[config.mk]
export PLATFORM = sky130hd
export DESIGN_NAME = trim_calibrator
export DESIGN_NICKNAME = d
export VERILOG_FILES = /design/src/rtl/trim_cal_pkg.sv /design/src/rtl/sync_2ff.sv /design/src/rtl/trim_calibrator.sv
export SDC_FILE = /design/constraint.sdc
export NUM_CORES = 1
export LEC_CHECK = 0
export ABC_CLOCK_PERIOD_IN_PS = 2000
export CAP_MARGIN = 30
export CORE_MARGIN = 2
export CORE_UTILIZATION = 49
export CTS_CLUSTER_SIZE = 20
export DETAILED_ROUTE_END_ITERATION = 12
export GPL_TIMING_DRIVEN = 0
export HOLD_SLACK_MARGIN = 0.1
export PLACE_DENSITY = 0.71
export SLEW_MARGIN = 25
export SYNTH_ARGS = -nofsm -noshare
export SYNTH_HDL_FRONTEND = slang
export SYNTH_HIERARCHICAL = 1
export SYNTH_SLANG_ARGS = --single-unit
[constraint.sdc]
create_clock -name clk -period 2 [get_ports clk]
set_input_delay 0.4 -clock clk [delete_from_list [all_inputs] [get_ports clk]]
set_output_delay 0.4 -clock clk [all_outputs]
set_load 0.05 [all_outputs]
[src/rtl/trim_cal_pkg.sv]
// Shared types and default constants for the regulator trim calibrator.
package trim_cal_pkg;

   localparam int               DEF_TRIM_W        = 4;
   localparam int               DEF_SETTLE_CYCLES = 16;
   localparam logic [3:0]       DEF_TRIM_RESET    = 4'b1000;

   typedef enum logic [1:0] {
      IDLE,
      SETTLE,
      DECIDE,
      DONE
   } calState_e;

   // Width of a down-counter that must hold SETTLE_CYCLES-1.
   function automatic int settleCntWidth(input int cycles);
      return (cycles > 1) ? $clog2(cycles) : 1;
   endfunction

endpackage

[src/rtl/sync_2ff.sv]
// Two-flop synchronizer for bringing an asynchronous level into the clk domain.
module sync_2ff (
   input  logic clk,
   input  logic rst_n,
   input  logic d_i,
   output logic q_o
);

   logic meta_q;
   logic sync_q;

   // Shift the raw input through two flops so metastability resolves before use.
   always_ff @(posedge clk or negedge rst_n) begin
      if (!rst_n) begin
         meta_q <= 1'b0;
         sync_q <= 1'b0;
      end else begin
         meta_q <= d_i;
         sync_q <= meta_q;
      end
   end

   assign q_o = sync_q;

endmodule

[src/rtl/trim_calibrator.sv]
// Successive-approximation controller that searches the regulator trim code
// placing vout at the largest code not above target, one trim bit per step.
module trim_calibrator
   import trim_cal_pkg::*;
#(
   parameter int                TRIM_W        = DEF_TRIM_W,
   parameter int                SETTLE_CYCLES = DEF_SETTLE_CYCLES,
   parameter logic [TRIM_W-1:0] TRIM_RESET    = DEF_TRIM_RESET
) (
   input  logic              clk,
   input  logic              rst_n,
   input  logic              start,
   input  logic              cmp_high,
   output logic [TRIM_W-1:0] trim,
   output logic              busy,
   output logic              done,
   output logic              saturated
);

   localparam int                IDX_W    = (TRIM_W > 1) ? $clog2(TRIM_W) : 1;
   localparam int                CNT_W    = settleCntWidth(SETTLE_CYCLES);
   localparam logic [IDX_W-1:0]  IDX_MSB  = IDX_W'(TRIM_W - 1);
   localparam logic [CNT_W-1:0]  CNT_LOAD = CNT_W'(SETTLE_CYCLES - 1);
   localparam logic [TRIM_W-1:0] TRIM_MSB = {1'b1, {(TRIM_W-1){1'b0}}};

   calState_e         state_q;
   logic [TRIM_W-1:0] trim_q;
   logic [IDX_W-1:0]  bitIdx_q;
   logic [CNT_W-1:0]  cnt_q;
   logic              busy_q;
   logic              done_q;
   logic              saturated_q;

   logic              cmpS;
   logic [IDX_W-1:0]  bitIdx_d;
   logic [TRIM_W-1:0] decidedTrim_d;
   logic [TRIM_W-1:0] nextTrial_d;

   sync_2ff u_cmpSync (
      .clk   (clk),
      .rst_n (rst_n),
      .d_i   (cmp_high),
      .q_o   (cmpS)
   );

   // Resolve the bit under test from the comparator and form the next trial code.
   always_comb begin
      bitIdx_d      = bitIdx_q - IDX_W'(1);
      decidedTrim_d = trim_q;
      if (cmpS) begin
         decidedTrim_d[bitIdx_q] = 1'b0;
      end
      nextTrial_d   = decidedTrim_d | (TRIM_W'(1) << bitIdx_d);
   end

   // Search FSM: settle each trial for SETTLE_CYCLES, then commit one bit.
   always_ff @(posedge clk or negedge rst_n) begin
      if (!rst_n) begin
         state_q     <= IDLE;
         trim_q      <= TRIM_RESET;
         bitIdx_q    <= IDX_MSB;
         cnt_q       <= '0;
         busy_q      <= 1'b0;
         done_q      <= 1'b0;
         saturated_q <= 1'b0;
      end else begin
         case (state_q)
            IDLE, DONE: begin
               if (start) begin
                  trim_q      <= TRIM_MSB;
                  bitIdx_q    <= IDX_MSB;
                  cnt_q       <= CNT_LOAD;
                  busy_q      <= 1'b1;
                  done_q      <= 1'b0;
                  saturated_q <= 1'b0;
                  state_q     <= SETTLE;
               end
            end
            SETTLE: begin
               if (cnt_q == '0) begin
                  state_q <= DECIDE;
               end else begin
                  cnt_q <= cnt_q - CNT_W'(1);
               end
            end
            DECIDE: begin
               if (bitIdx_q == '0) begin
                  trim_q      <= decidedTrim_d;
                  busy_q      <= 1'b0;
                  done_q      <= 1'b1;
                  saturated_q <= (decidedTrim_d == '0) || (&decidedTrim_d);
                  state_q     <= DONE;
               end else begin
                  trim_q   <= nextTrial_d;
                  bitIdx_q <= bitIdx_d;
                  cnt_q    <= CNT_LOAD;
                  state_q  <= SETTLE;
               end
            end
            default: begin
               state_q <= IDLE;
            end
         endcase
      end
   end

   assign trim      = trim_q;
   assign busy      = busy_q;
   assign done      = done_q;
   assign saturated = saturated_q;

endmodule
# Word-level counts from Yosys, hierarchy flattened

Index checks and enable logic that the tools add are counted.

Flip-flop bits (word level): 17
Input port bits: 4
Output and inout port bits: 7
Word-level logic and storage cells: 64

Add/subtract/negate cells: 2
$lt $le $gt $ge: 2
Equal/unequal tests: 8
Shift operators: 1
Multiplexer cells: 25
Bitwise gates (word level): 3
Reductions and logical operators: 14

Operator list:

| operator            | number |
|---|---|
| $mux 4              | 6 |
| $pmux 4 s3          | 1 |
| $mux 2              | 5 |
| $ne 2x2->1 const B  | 5 |
| $reduce_and 3->1    | 3 |
| $logic_not 4->1     | 2 |
| $pmux 4 s2          | 1 |
| $mux 1              | 6 |
| $pmux 1 s2          | 3 |
| $pmux 2 s3          | 1 |
| $and 4x4->4         | 1 |
| $eq 2x2->1 const B  | 2 |
| $logic_not 2->1     | 2 |
| $not 4->4           | 1 |
| $or 4x4->4          | 1 |
| $pmux 2 s2          | 1 |
| $reduce_and 2->1    | 2 |
| $reduce_and 4->1    | 1 |
| $shl 1x2->4 const A | 1 |
| $sub 4x1->4 const B | 1 |
| $lt 2x3->1 const B  | 1 |
| $demux 1 s2         | 1 |
| $eq 2x1->1 const B  | 1 |
| $ge 2x1->1 const B  | 1 |
| other kinds (5)     | 5 |

# Depth between registers and ports, before layout

Depth in word-level cells: 11
Mapped depth: 7

# By module

The synthesis kept the hierarchy.

Modules (own cells, without submodules):

| module          | times used | cells an instance | area an instance (um^2) | seq. area each (um^2) |
|---|---|---|---|---|
| trim_calibrator | 1          | 99                | 908.4                   | 379.1 |
| sync_2ff        | 1          | 2                 | 50.0                    | 50.0 |

# Least setup slack after synthesis

OpenSTA, ideal clock, no wires.

Path kind: register -> register
Start: register bitIdx_q[0]
End: register trim_q[0], in the netlist trim[0]
Library setup time: 0.126 ns
Arrival time: 1.572 ns
Path slack: 0.302 ns
Cell stages (with the launch flop): 7
Clock period less this slack: 1.698 ns
Cell sequence: dfstp_2 inv_1 ha_1 inv_1 o21ai_0 a22o_1 a221o_1

Longest elaborated chain between the ends: 10
Elaborated cells on any way between the ends: 14
Those cells by class: add/sub: 1; order compare: 2; shift: 1; mux: 5; bitwise: 3; reduce/logical: 2

RTL lines:

| item                                                           | line                  | source |
|---|---|---|
| from (decl)                                                    | trim_calibrator.sv:28 | `logic [IDX_W-1:0] bitIdx_q;` |
| from (signal assigned)                                         | trim_calibrator.sv:95 | `bitIdx_q <= bitIdx_d;` |
| $lt 2x3->1 (not written as such) or $ge 2x1->1 (tied branches) | trim_calibrator.sv:51 | `decidedTrim_d[bitIdx_q] = 1'b0;` |
| $logic_and 1x1->1 (not written as such)                        | trim_calibrator.sv:51 |  |
| $mux 1 (not written as such)                                   | trim_calibrator.sv:51 |  |
| $demux 1 s2                                                    | trim_calibrator.sv:51 |  |
| $not 4->4 (no source line)                                     | --                    |  |
| $and 4x4->4 (no source line)                                   | --                    |  |
| $mux 4                                                         | trim_calibrator.sv:50 | `if (cmpS) begin` |
| $or 4x4->4                                                     | trim_calibrator.sv:53 | `nextTrial_d = decidedTrim_d \| (TRIM_W'(1) << bitIdx_d);` |
| $mux 4 (*)                                                     | trim_calibrator.sv:87 | `if (bitIdx_q == '0) begin` |
| $pmux 4 s2 (*)                                                 | trim_calibrator.sv:67 | `case (state_q)` |
| to (signal assigned)                                           | trim_calibrator.sv:88 | `trim_q <= decidedTrim_d;` |
| to (signal assigned)                                           | trim_calibrator.sv:94 | `trim_q <= nextTrial_d;` |
| to (decl)                                                      | trim_calibrator.sv:27 | `logic [TRIM_W-1:0] trim_q;` |

Mark *: on every way between the ends. The rest lies on a longest branch, timed or not.
A chain may end at the register's enable or synchronous reset.

# Final worst setup path

Start: register trim_q[0], in the netlist trim[0]
End: output trim[0]

RTL lines:

| item      | line                  | source |
|---|---|---|
| to (decl) | trim_calibrator.sv:14 | `output logic [TRIM_W-1:0] trim,` |

No word-level cell between the ends.

==> impl_metrics.toml <==
[sta]
hold_viol = 0
setup_viol = 0
clock_skew_ps = 2.63
drv_slew = 0
fmax_mhz = 520
min_period_ps = 1920
whs_ps = 362
fin_crit_sh_pct = 96.2
tightest_slew_ps = 730
slew_headroom_pct = 51.2
finalWorstSetupSlack_ps = 75.8
fin_setup_tns_ps = 0
rsz0062_at_grt = "no"

[drt]
drt_iter0_markers = 8
ant_nets = 0
drt_wl_total_um = 1810
drt_drc_violations_left = 0
wl_per_cell_um = 13.0
vias_per_cell = 5.34
drt-pass1-iter-count = 3
num_vias = 748

[critical_path]
cp.depth = 1
path_delay_family = "buffers and inverters"
cp_num_buf_inv = 1
max_stage_delay_ps = 820
path_class = "flop to primary output"
crit_path_max_fanout = 5
required_ps = 1600
arrival_ps = 1520
worstPathCellList = "clkdlybuf4s50_1"
cp_slowest_cell = "clkdlybuf4s50_1"
end_kind = "primary output"
r2r_cells = 6
worstSetupStartpointType = "flop"

[floorplan]
initial_core_util_pct = 53.8
io_pins = 11
die_x_um = 48.2
die_h_um = 48.2
rows = 15
fp.dieArea_um2 = 2330
fp.coreArea_um2 = 1780

[place]
post-dp-hpwl_um = 1320
io_buffer_count = 10
placed_area_um2 = 1090
pre_cts_ws_ps = -21.8
gp_congestion = 0.854

[synthesis]
dominantRegCellSynth = "dfrtp_1"
synth.distinct_cells = 30
synth_top_area_cell = "dfrtp_1"
async_flop_share_pct = 100
syn_area_per_cell_um2 = 9.49
synth_seq_area_share_pct = 44.8
ys_warn_count = 6
yosysMostFrequentCell = "dfrtp_1"
synth_top_area_share_pct = 36.6
synthesis.area_um2 = 958
netlist_instances = 101
postSynthRegisterBits = 17
yosys-top-cells-area = "dfrtp_1 (37%), ha_1 (10%), dfstp_2 (8.2%)"
syn_nets = 113
synth-edff-count = 0
yosys-top-cells-count = "dfrtp_1 (14), a21oi_1 (11), inv_1 (10), nand2_1 (10), o21ai_0 (10)"

[cts]
clock_latency_ps = 280
htree_levels = 1
cts-root-buf = "clkbuf_4"
postCtsSetupBuffers = 0
numClockSinks = 17
clock_path_buffers = 2
tritoncts = "done"
path_clk_slew_ps = 100
numCtsBuffers = 3

[global_routing]
grt_start_max_net_pins = 18
grt_pass1_vias = 696
grt-ovfl-total = 0
grt_pass1_wl_um = 3040
grt_usage_pct = 18.8
busiest_layer = "met2"
use_met1_pct = 27.1
met2_usage_pct = 28.2
grt_use_met3_pct = 3.70
grt_antenna_before_repair = 0

[final_layout]
design_area_um2 = 1110
fin_nets = 128
drive_gt1_share_pct = 9.57
antenna_cells = 0
area_delta_synth_final_pct = 16.3

[pwr]
p_leak_nw = 0.524
power_density_nw_per_um2 = 518
peakVddDrop_uv = 356
finalPower_mw = 0.578

[worst_hold_path]
hold_path_depth = 0
hold_path_class = "flop to flop"

[flow_run]
max-cap-violations = 0

[status]
outcome = "complete, no violations"
[final cells by class]
class	count	area, µm²
clock buffer	4	26.3
multi-input combinational	73	487
timing repair buffer	10	98.8
buffer	1	5.00
sequential	17	429
fill	164	668
inverter	10	37.5
tap	25	31.3
[layout by cell type (no fill, tap or decap), types with 2 or more instances in the layout]
| cell | n |
|---|---|
| a21oi_1 | 11 |
| clkdlybuf4s50_1 | 9 |
| a221o_1 | 2 |
| a21boi_0 | 3 |
| mux2i_1 | 2 |
| clkbuf_4 | 3 |
| nor3_1 | 2 |
| dfrtp_1 | 14 |
| ha_1 | 8 |
| dfstp_2 | 3 |
| o21ai_1 | 2 |
| nor2_1 | 6 |
| o21ai_0 | 9 |
| nand2_1 | 10 |
| inv_1 | 9 |
| a22oi_1 | 2 |
[per-layer routing]
layer  wire, µm  share of wire, %
met5          0                 0
met4         24               1.3
met3         49               2.7
met2        776                43
met1        962                53
[kinds of logic (layout without fill, tap and decap cells)]
kind of cell             count (synthesis)  count (layout)  synth area share [%]
flip-flops                              17              17                  44.8
adder cells (fa/ha/maj)                  8               8                  10.4
AO/OA/AOI/OAI                           37              37                  24.5
AND/OR/NAND/NOR                         26              26                  13.7
multiplexers                             2               2                  2.09
buffers and inverters                   11              25                  4.44
[through the flow]
step | std cells | util (%)
floorplan | 101 | -
global placement | 136 | 61.1
detailed placement | 136 | 61.1
CTS | 140 | 62.5
global route | 140 | 62.5
finish | 140 | 62.5
[timing repair]
action	CTS	global route
gates resized for setup	1	3
endpoints found under the setup margin	1	2
hold buffers	0	0
[worst paths after layout]
kind / from / to / slack [ps]
worst max-delay path: trim[0]$_DFFE_PN0P_ / trim[0] / 80
worst min-delay path: u_cmpSync/meta_q$_DFF_PN0_ / u_cmpSync/q_o$_DFF_PN0_ / 360
worst max register to register: bitIdx_q[0]$_DFFE_PN1P_ / trim[0]$_DFFE_PN0P_ / 170
worst min register to register: u_cmpSync/meta_q$_DFF_PN0_ / u_cmpSync/q_o$_DFF_PN0_ / 360
max in group asynchronous: rst_n / busy$_DFFE_PN0P_ / 1000
min in group asynchronous: rst_n / trim[2]$_DFFE_PN0P_ / 540
[flip-flops by register name, indices dropped and copies added, names as in the netlist]
name and count:
saturated 1, state_q 2, cnt_q 4, bitIdx_q 2, u_cmpSync/q_o 1, trim 4, busy 1, u_cmpSync/meta_q 1
done 1
[power breakdown]
group          total [mW]  switching, mW  internal, mW  leakage [nW]
clock network       0.183          0.106        0.0774        0.0150
logic              0.0408         0.0254        0.0154         0.317
registers           0.354        0.00399         0.350         0.192
total               0.578          0.135         0.443         0.524
No activity file was read; power rests on OpenSTA's default activity.
